## src/rtl/multicycle_controller.sv

```systemverilog
// multicycle_controller: FSM sequencing fetch/decode/execute/memory/writeback for the ARM-subset datapath.
// Revision 1.0
`default_nettype none

module multicycle_controller #(
  parameter int ALU_CTRL_W = 3
) (
  input  logic                  clk,
  input  logic                  reset,
  input  logic [19:0]           Instr,
  input  logic [3:0]            ALUFlags,
  input  logic                  MemReady,
  output logic                  PCWrite,
  output logic                  AdrSrc,
  output logic                  MemWrite,
  output logic                  IRWrite,
  output logic [1:0]            ResultSrc,
  output logic                  ALUSrcA,
  output logic [1:0]            ALUSrcB,
  output logic [ALU_CTRL_W-1:0] ALUControl,
  output logic [1:0]            ImmSrc,
  output logic [1:0]            RegSrc,
  output logic                  RegWrite,
  output logic                  Illegal,
  output logic [3:0]            State
);

  typedef enum logic [3:0] {
    S_FETCH  = 4'd0,
    S_DECODE = 4'd1,
    S_MEMADR = 4'd2,
    S_MEMRD  = 4'd3,
    S_MEMWB  = 4'd4,
    S_MEMWR  = 4'd5,
    S_EXECR  = 4'd6,
    S_EXECI  = 4'd7,
    S_ALUWB  = 4'd8,
    S_BRANCH = 4'd9
  } state_t;

  state_t     state_q, state_d;
  logic [3:0] flags_q, flags_d;

  logic [3:0] cond;
  logic [1:0] op;
  logic [5:0] funct;
  logic [3:0] rd;
  logic [3:0] cmd;
  logic [2:0] dp_alu;
  logic       dp_legal;
  logic       is_cmp;
  logic       cond_ex;
  logic       illegal_enc;
  logic [2:0] alu_op;
  logic       unused_rn;

  assign cond      = Instr[19:16];
  assign op        = Instr[15:14];
  assign funct     = Instr[13:8];
  assign rd        = Instr[3:0];
  assign cmd       = funct[4:1];
  assign unused_rn = ^Instr[7:4];

  assign ImmSrc = op;
  assign RegSrc = {op == 2'b01, op == 2'b10};
  assign State  = state_q;

  always_ff @(posedge clk) begin
    if (!reset) begin
      state_q <= S_FETCH;
      flags_q <= 4'b0000;
    end else begin
      state_q <= state_d;
      flags_q <= flags_d;
    end
  end

  always_comb begin
    dp_alu   = 3'b000;
    dp_legal = 1'b1;
    is_cmp   = 1'b0;
    case (cmd)
      4'b0100: dp_alu = 3'b000;
      4'b0010: dp_alu = 3'b001;
      4'b0000: dp_alu = 3'b010;
      4'b1100: dp_alu = 3'b011;
      4'b0001: dp_alu = 3'b100;
      4'b1101: dp_alu = 3'b101;
      4'b1010: begin
        dp_alu   = 3'b001;
        is_cmp   = 1'b1;
        dp_legal = funct[0];
      end
      default: dp_legal = 1'b0;
    endcase
  end

  // flags_q is {N, Z, C, V}; Cond=1111 is treated as passing so it reaches the illegal check
  always_comb begin
    cond_ex = 1'b1;
    case (cond)
      4'b0000: cond_ex = flags_q[2];
      4'b0001: cond_ex = !flags_q[2];
      4'b0010: cond_ex = flags_q[1];
      4'b0011: cond_ex = !flags_q[1];
      4'b0100: cond_ex = flags_q[3];
      4'b0101: cond_ex = !flags_q[3];
      4'b0110: cond_ex = flags_q[0];
      4'b0111: cond_ex = !flags_q[0];
      4'b1000: cond_ex = flags_q[1] && !flags_q[2];
      4'b1001: cond_ex = !flags_q[1] || flags_q[2];
      4'b1010: cond_ex = flags_q[3] == flags_q[0];
      4'b1011: cond_ex = flags_q[3] != flags_q[0];
      4'b1100: cond_ex = !flags_q[2] && (flags_q[3] == flags_q[0]);
      4'b1101: cond_ex = flags_q[2] || (flags_q[3] != flags_q[0]);
      default: cond_ex = 1'b1;
    endcase
  end

  assign illegal_enc = (cond == 4'hF) || (op == 2'b11) || ((op == 2'b00) && !dp_legal);

  always_comb begin
    state_d   = state_q;
    flags_d   = flags_q;
    PCWrite   = 1'b0;
    AdrSrc    = 1'b0;
    MemWrite  = 1'b0;
    IRWrite   = 1'b0;
    ResultSrc = 2'b00;
    ALUSrcA   = 1'b0;
    ALUSrcB   = 2'b00;
    alu_op    = 3'b000;
    RegWrite  = 1'b0;
    Illegal   = 1'b0;
    case (state_q)
      S_FETCH: begin
        ALUSrcA   = 1'b1;
        ALUSrcB   = 2'b10;
        ResultSrc = 2'b10;
        IRWrite   = MemReady;
        PCWrite   = MemReady;
        if (MemReady) state_d = S_DECODE;
      end
      S_DECODE: begin
        ALUSrcA = 1'b1;
        ALUSrcB = 2'b10;
        if (!cond_ex) begin
          state_d = S_FETCH;
        end else if (illegal_enc) begin
          Illegal = 1'b1;
          state_d = S_FETCH;
        end else begin
          case (op)
            2'b01:   state_d = S_MEMADR;
            2'b10:   state_d = S_BRANCH;
            default: state_d = funct[5] ? S_EXECI : S_EXECR;
          endcase
        end
      end
      S_MEMADR: begin
        ALUSrcB = 2'b01;
        state_d = funct[0] ? S_MEMRD : S_MEMWR;
      end
      S_MEMRD: begin
        AdrSrc = 1'b1;
        if (MemReady) state_d = S_MEMWB;
      end
      S_MEMWR: begin
        AdrSrc   = 1'b1;
        MemWrite = 1'b1;
        if (MemReady) state_d = S_FETCH;
      end
      S_MEMWB: begin
        ResultSrc = 2'b01;
        if (rd == 4'hF) PCWrite = 1'b1;
        else            RegWrite = 1'b1;
        state_d = S_FETCH;
      end
      S_EXECR, S_EXECI: begin
        ALUSrcB = (state_q == S_EXECI) ? 2'b01 : 2'b00;
        alu_op  = dp_alu;
        if (funct[0]) flags_d = ALUFlags;
        state_d = is_cmp ? S_FETCH : S_ALUWB;
      end
      S_ALUWB: begin
        if (rd == 4'hF) PCWrite = 1'b1;
        else            RegWrite = 1'b1;
        state_d = S_FETCH;
      end
      S_BRANCH: begin
        ALUSrcB   = 2'b01;
        ResultSrc = 2'b10;
        PCWrite   = 1'b1;
        state_d   = S_FETCH;
      end
      default: state_d = S_FETCH;
    endcase
    // strobes are suppressed for the whole time reset is held low
    if (!reset) begin
      PCWrite  = 1'b0;
      IRWrite  = 1'b0;
      MemWrite = 1'b0;
      RegWrite = 1'b0;
      Illegal  = 1'b0;
    end
    ALUControl      = '0;
    ALUControl[2:0] = alu_op;
  end

endmodule

`default_nettype wire

```

## config.mk

```make
export PLATFORM = sky130hd
export DESIGN_NAME = multicycle_controller
export DESIGN_NICKNAME = d
export VERILOG_FILES = /design/src/rtl/multicycle_controller.sv
export SDC_FILE = /design/constraint.sdc
export NUM_CORES = 1
export LEC_CHECK = 0
export BUFFER_PORTS_ARGS = -buffer_cell sky130_fd_sc_hd__buf_4
export CAP_MARGIN = 0
export CORE_MARGIN = 5
export CORE_UTILIZATION = 41
export CTS_CLUSTER_SIZE = 24
export DETAILED_ROUTE_END_ITERATION = 8
export GPL_ROUTABILITY_DRIVEN = 0
export PLACE_DENSITY_LB_ADDON = 0.1
export SLEW_MARGIN = 20
export SYNTH_ARGS = -nofsm -noshare
export SYNTH_HDL_FRONTEND = slang
export SYNTH_SLANG_ARGS = --single-unit
export TNS_END_PERCENT = 5
```

## constraint.sdc

```tcl
create_clock -name clk -period 1.7 [get_ports clk]
set_input_delay 0.17 -clock clk [delete_from_list [all_inputs] [get_ports clk]]
set_output_delay 0.17 -clock clk [all_outputs]
set_load 0.02 [all_outputs]
```

Word-level counts from Yosys, hierarchy flattened
Cells that the tools add are included.
{ "op_classes": {"n_reduce_logical": 26, "eq_ne": 38, "muxes": 34} }
{ "op_table": {"columns": ["op", "n"], "rows": [
  ["$eq A4 B4 Y1 const B", 13],
  ["$eq A4 B3 Y1 const B", 9],
  ["$mux W4", 6],
  ["$pmux W4 S6", 1],
  ["$eq A4 B2 Y1 const B", 5],
  ["$mux W1", 18],
  ["$pmux W3 S5", 1],
  ["$pmux W1 S14", 1],
  ["$reduce_or A2 Y1", 7],
  ["$eq A4 B1 Y1 const B", 3],
  ["$logic_not A4 Y1", 3],
  ["$pmux W4 S2", 1],
  ["$mux W3", 2],
  ["$ne A2 B2 Y1 const B", 3],
  ["$pmux W2 S3", 1],
  ["$reduce_or A6 Y1", 1],
  ["$logic_not A1 Y1", 5],
  ["$eq A2 B2 Y1 const B", 2],
  ["$logic_or A1 B1 Y1", 4],
  ["$pmux W2 S2", 1],
  ["$logic_and A1 B1 Y1", 3],
  ["$pmux W1 S3", 1],
  ["$reduce_and A3 Y1", 1],
  ["$eq A2 B1 Y1 const B", 1],
  ["5 further kinds", 5]
]} }
{ "word_totals": {"word_cells": 100, "reg_bits": 8} }

Longest topological paths before layout
{ "logic_depth": {"depth_word": 10, "depth_mapped": 6, "mapped_depth_nobuf": 6} }

Worst setup path after synthesis
No wires, ideal clock.
{ "synth_timing": {"path_kind": "reg-to-output", "startpoint": "register state_q[2], in the netlist State[2]", "endpoint": "output port ALUControl[2]", "arrival_ps": 1927, "n_path_buf": 2, "setup_slack_ps": -397, "required_time_ps": 1530, "path_stages_with_launch": 5, "path_cell_list": "dfxtp_1 -> clkbuf_1 -> buf_1 -> nand3b_1 -> nor4b_1"} }
{ "synth_via": {"elab_chain_cells": 3} }
{ "synth_lines": {"columns": ["element", "line_no", "rtl"], "rows": [
  ["from (decl)", "41", "state_t state_q, state_d;"],
  ["from (signal assigned)", "73", "state_q <= state_d;"],
  ["$eq A4 B3 Y1", "135", "case (state_q)"],
  ["$reduce_or A2 Y1 *", "135", null],
  ["$mux W3 *", "135", null],
  ["to (decl)", "20", "output logic [ALU_CTRL_W-1:0] ALUControl,"]
]} }
Every way passes the cells marked *; elsewhere a longest branch is shown, timed or not.

Final worst setup path
{ "layout_timing": {"startpoint": "register flags_q[0]", "endpoint": "output port Illegal"} }
{ "layout_via": {"elab_chain_cells": 6} }
{ "layout_lines": {"columns": ["element", "line_no", "rtl"], "rows": [
  ["from (decl)", "42", "logic [3:0] flags_q, flags_d;"],
  ["from (signal assigned)", "74", "flags_q <= flags_d;"],
  ["$ne A1 B1 Y1 / $eq A1 B1 Y1 (equally long branches)", null, null],
  ["$logic_or A1 B1 Y1 / $logic_and A1 B1 Y1 (equally long branches)", "115, 114", null],
  ["$pmux W1 S14 *", "101", "case (cond)"],
  ["$mux W1 *", "147", "if (!cond_ex) begin"],
  ["$mux W1 *", "135", null],
  ["$mux W1 *", "199", "if (!reset) begin"],
  ["to (decl)", "24", "output logic Illegal,"]
]} }
Marks and branches as above.

==> impl_results.md <==
- Startpoint types: flop
- Synth Area in Simple Gates: 36.9%
- Largest family of logic cells by synthesized area: simple AND/OR/NAND/NOR gates
- Initial core utilization: 43.9%
- Number of buffers created by CTS: 3
- CTS max path bufs: 2
- Clk Latency, worst-skew pair: 0.25 ns
- First-pass GRT wire length: 4600 um
- Layout area overhead: 43.3%
- Drt drc: 0
- Clk_skew: 0.00507 ns
- Worst vdd ir: 275 uV
- Worst setup margin: -0.299 ns
- I/O pin count: 49
- Post-synthesis adder-cell area fraction: 6.26%
- Synthesized net count: 165
- CP required: 1.53 ns
- ANT nets after route: 0
- Crit-path max FO: 4
- Period utilization: 118%
- Largest net degree at the start of global routing: 15
- Fmax: 500 MHz
- Predominant post-synthesis flop cell: dfxtp_1
- Final WL: 2810 um
- All-Layer GR Usage: 16.4%
- CTS root buffer: clkbuf_4
- Worst rel slew slack: 74.4%
- GRT overflow: 0
- Register area share after synthesis: 16.0%
- Final Critical Period: 2.00 ns
- Synth warnings: 0
- Synthesized area: 1000 um^2
- Fraction of synthesized area in multiplexers: 10.0%
- Initial antenna violation count: 0
- Core Region: 2280 um^2
- Pwr/cell area: 409 nW/um^2
- Number of synthesized register bits: 8
- Final Hold Viols: 0
- Violated checks: negative setup slack
- Mapped Cells: 133
- Status: complete, but fails checks
- Iteration-0 DRC Markers: 41
- Final setup fails: 1
- Die area: 3530 um^2
- Commonest non-fill, non-tap cells in the layout: buf_4 (53), nand2_1 (11), mux2i_1 (10)
- Total negative slack: -0.299 ns
- Crit path kind: reg2out
- Post-detail-place hpwl: 2190 um
- RSZ-0062 raised after global routing: true
- Max Slew Vio Count: 0
- CTS Hold Buffers Added: 0
- I/O Buffers: 44
- HP Class: in2reg
- Synth cell types: 40
- Die Ht: 59.4 um
- Setup WS pre-CTS: -0.0719 ns
- Max-cap violations: 0
- CP Capture Type: output pin
- Die Wd: 59.4 um
- Row cnt: 17
- Most common cell after layout, fill and taps aside: buf_4
- Vias: 1128
- Leakage: 0.664 nW
- Share of cells above drive strength 1: 40.3%
- Worst Tran Pin Value: 0.381 ns
- # H-tree levels: 1
- XOR/XNOR Fraction of Synth Area: 4.38%
- Avg WL per Cell: 13.8 um
- Synth Area in Compound Gates: 17.9%
- Final Util: 62.9%
- CP Data Arrival Time: 1.83 ns
- Clk pin slew, worst setup/hold paths: 0.06 ns
- TritonRoute pass-1 iters: 4
- Async SR Flop Fraction: 0%
- TritonCTS clock tree: built
- Syn Area/Cell: 7.52 um^2
- Vias in the first global route: 1052
- EDFF count, synth: 0
- Antenna cells: 0
- Clock sink count: 8
- Final layout net count: 210
- Vias/cell: 5.53
through the flow:
step	power (mW)	area [um^2]	hold slack (ns)	std cells
floorplan	0.341	1020	0.336	133
global placement	0.438	1380	0.426	201
detailed placement	0.444	1380	0.436	201
CTS	0.590	1430	0.172	204
global route	0.619	1430	0.197	204
finish	0.586	1430	0.174	204
flip-flops by register name (all words and copies together) (netlist names):
signal,flops
flags_q,4
State,4
synth_stat cells, types with 3 or more instances:
cell type	count	share of area, %
clkbuf_1	5	1.9
inv_1	4	1.5
buf_4	3	2.3
nand4b_1	4	3.5
nand3b_1	3	2.3
ha_1	5	6.3
o31ai_1	3	2.3
dfxtp_1	8	16
mux2i_1	10	10
nor2_1	6	2.3
nand2b_1	7	4.4
nor2b_1	9	5.6
o21ai_0	7	3.5
xor2_1	4	3.5
a21oi_1	7	3.5
nand2_1	11	4.1
nor3_1	7	3.5
nor4_1	3	1.9
critical path, cell delays in order, from the launching register on:
cell       delay (ns)
dfxtp_2          0.35
or4b_4           0.48
o2111ai_2        0.08
o211ai_2         0.10
a22oi_2          0.21
and3b_1          0.21
buf_4            0.15
where the power goes:
part	switching, mW	internal (mW)	leakage (nW)	total [mW]
Sequential	0.00566	0.191	0.0667	0.197
Clock	0.0620	0.0806	0.0138	0.143
Combinational	0.127	0.120	0.584	0.246
Total	0.195	0.392	0.664	0.586
layer usage:
layer | track usage [%] | vias to the layer above | share of wire, %
li1 | - | 568 | -
met1 | 20.9 | 521 | 44
met2 | 28.5 | 37 | 48
met3 | 1.09 | 2 | 6.6
met4 | 5.83 | 0 | 0.61
met5 | 0 | - | 0
final cells by class:
| type | instances | area (um^2) |
|---|---|---|
| fill | 205 | 843 |
| multi-input combinational | 108 | 797 |
| timing repair buffer | 53 | 398 |
| sequential | 8 | 165 |
| tap | 28 | 35.0 |
| clock buffer | 3 | 22.5 |
| inverter | 4 | 15.0 |
timing repair:
item,4_1_cts,5_1_grt
buffers inserted,0,0
pin swaps,2,1
resized for setup,6,2
setup endpoints to repair,4,3
cells by family (layout without fill, tap and decap cells):
kind of cell,count (synthesis),in the layout
buffers and inverters,17,60
flip-flops,8,8
AO/OA/AOI/OAI,27,27
AND/OR/NAND/NOR,61,61
adder cells (fa/ha/maj),5,5
multiplexers,10,10
XOR/XNOR,5,5
final timing paths:
path / from / to / slack, ns / depth (start not counted)
max: flags_q[0] / Illegal / -0.30 / 6
min: ALUFlags[3] / flags_q[3] / 0.17 / 3
max reg2reg: flags_q[0] / State[2] / 0.12 / 6
min reg2reg: flags_q[1] / flags_q[1] / 0.55 / 2
(Power assumes the default switching activity.)
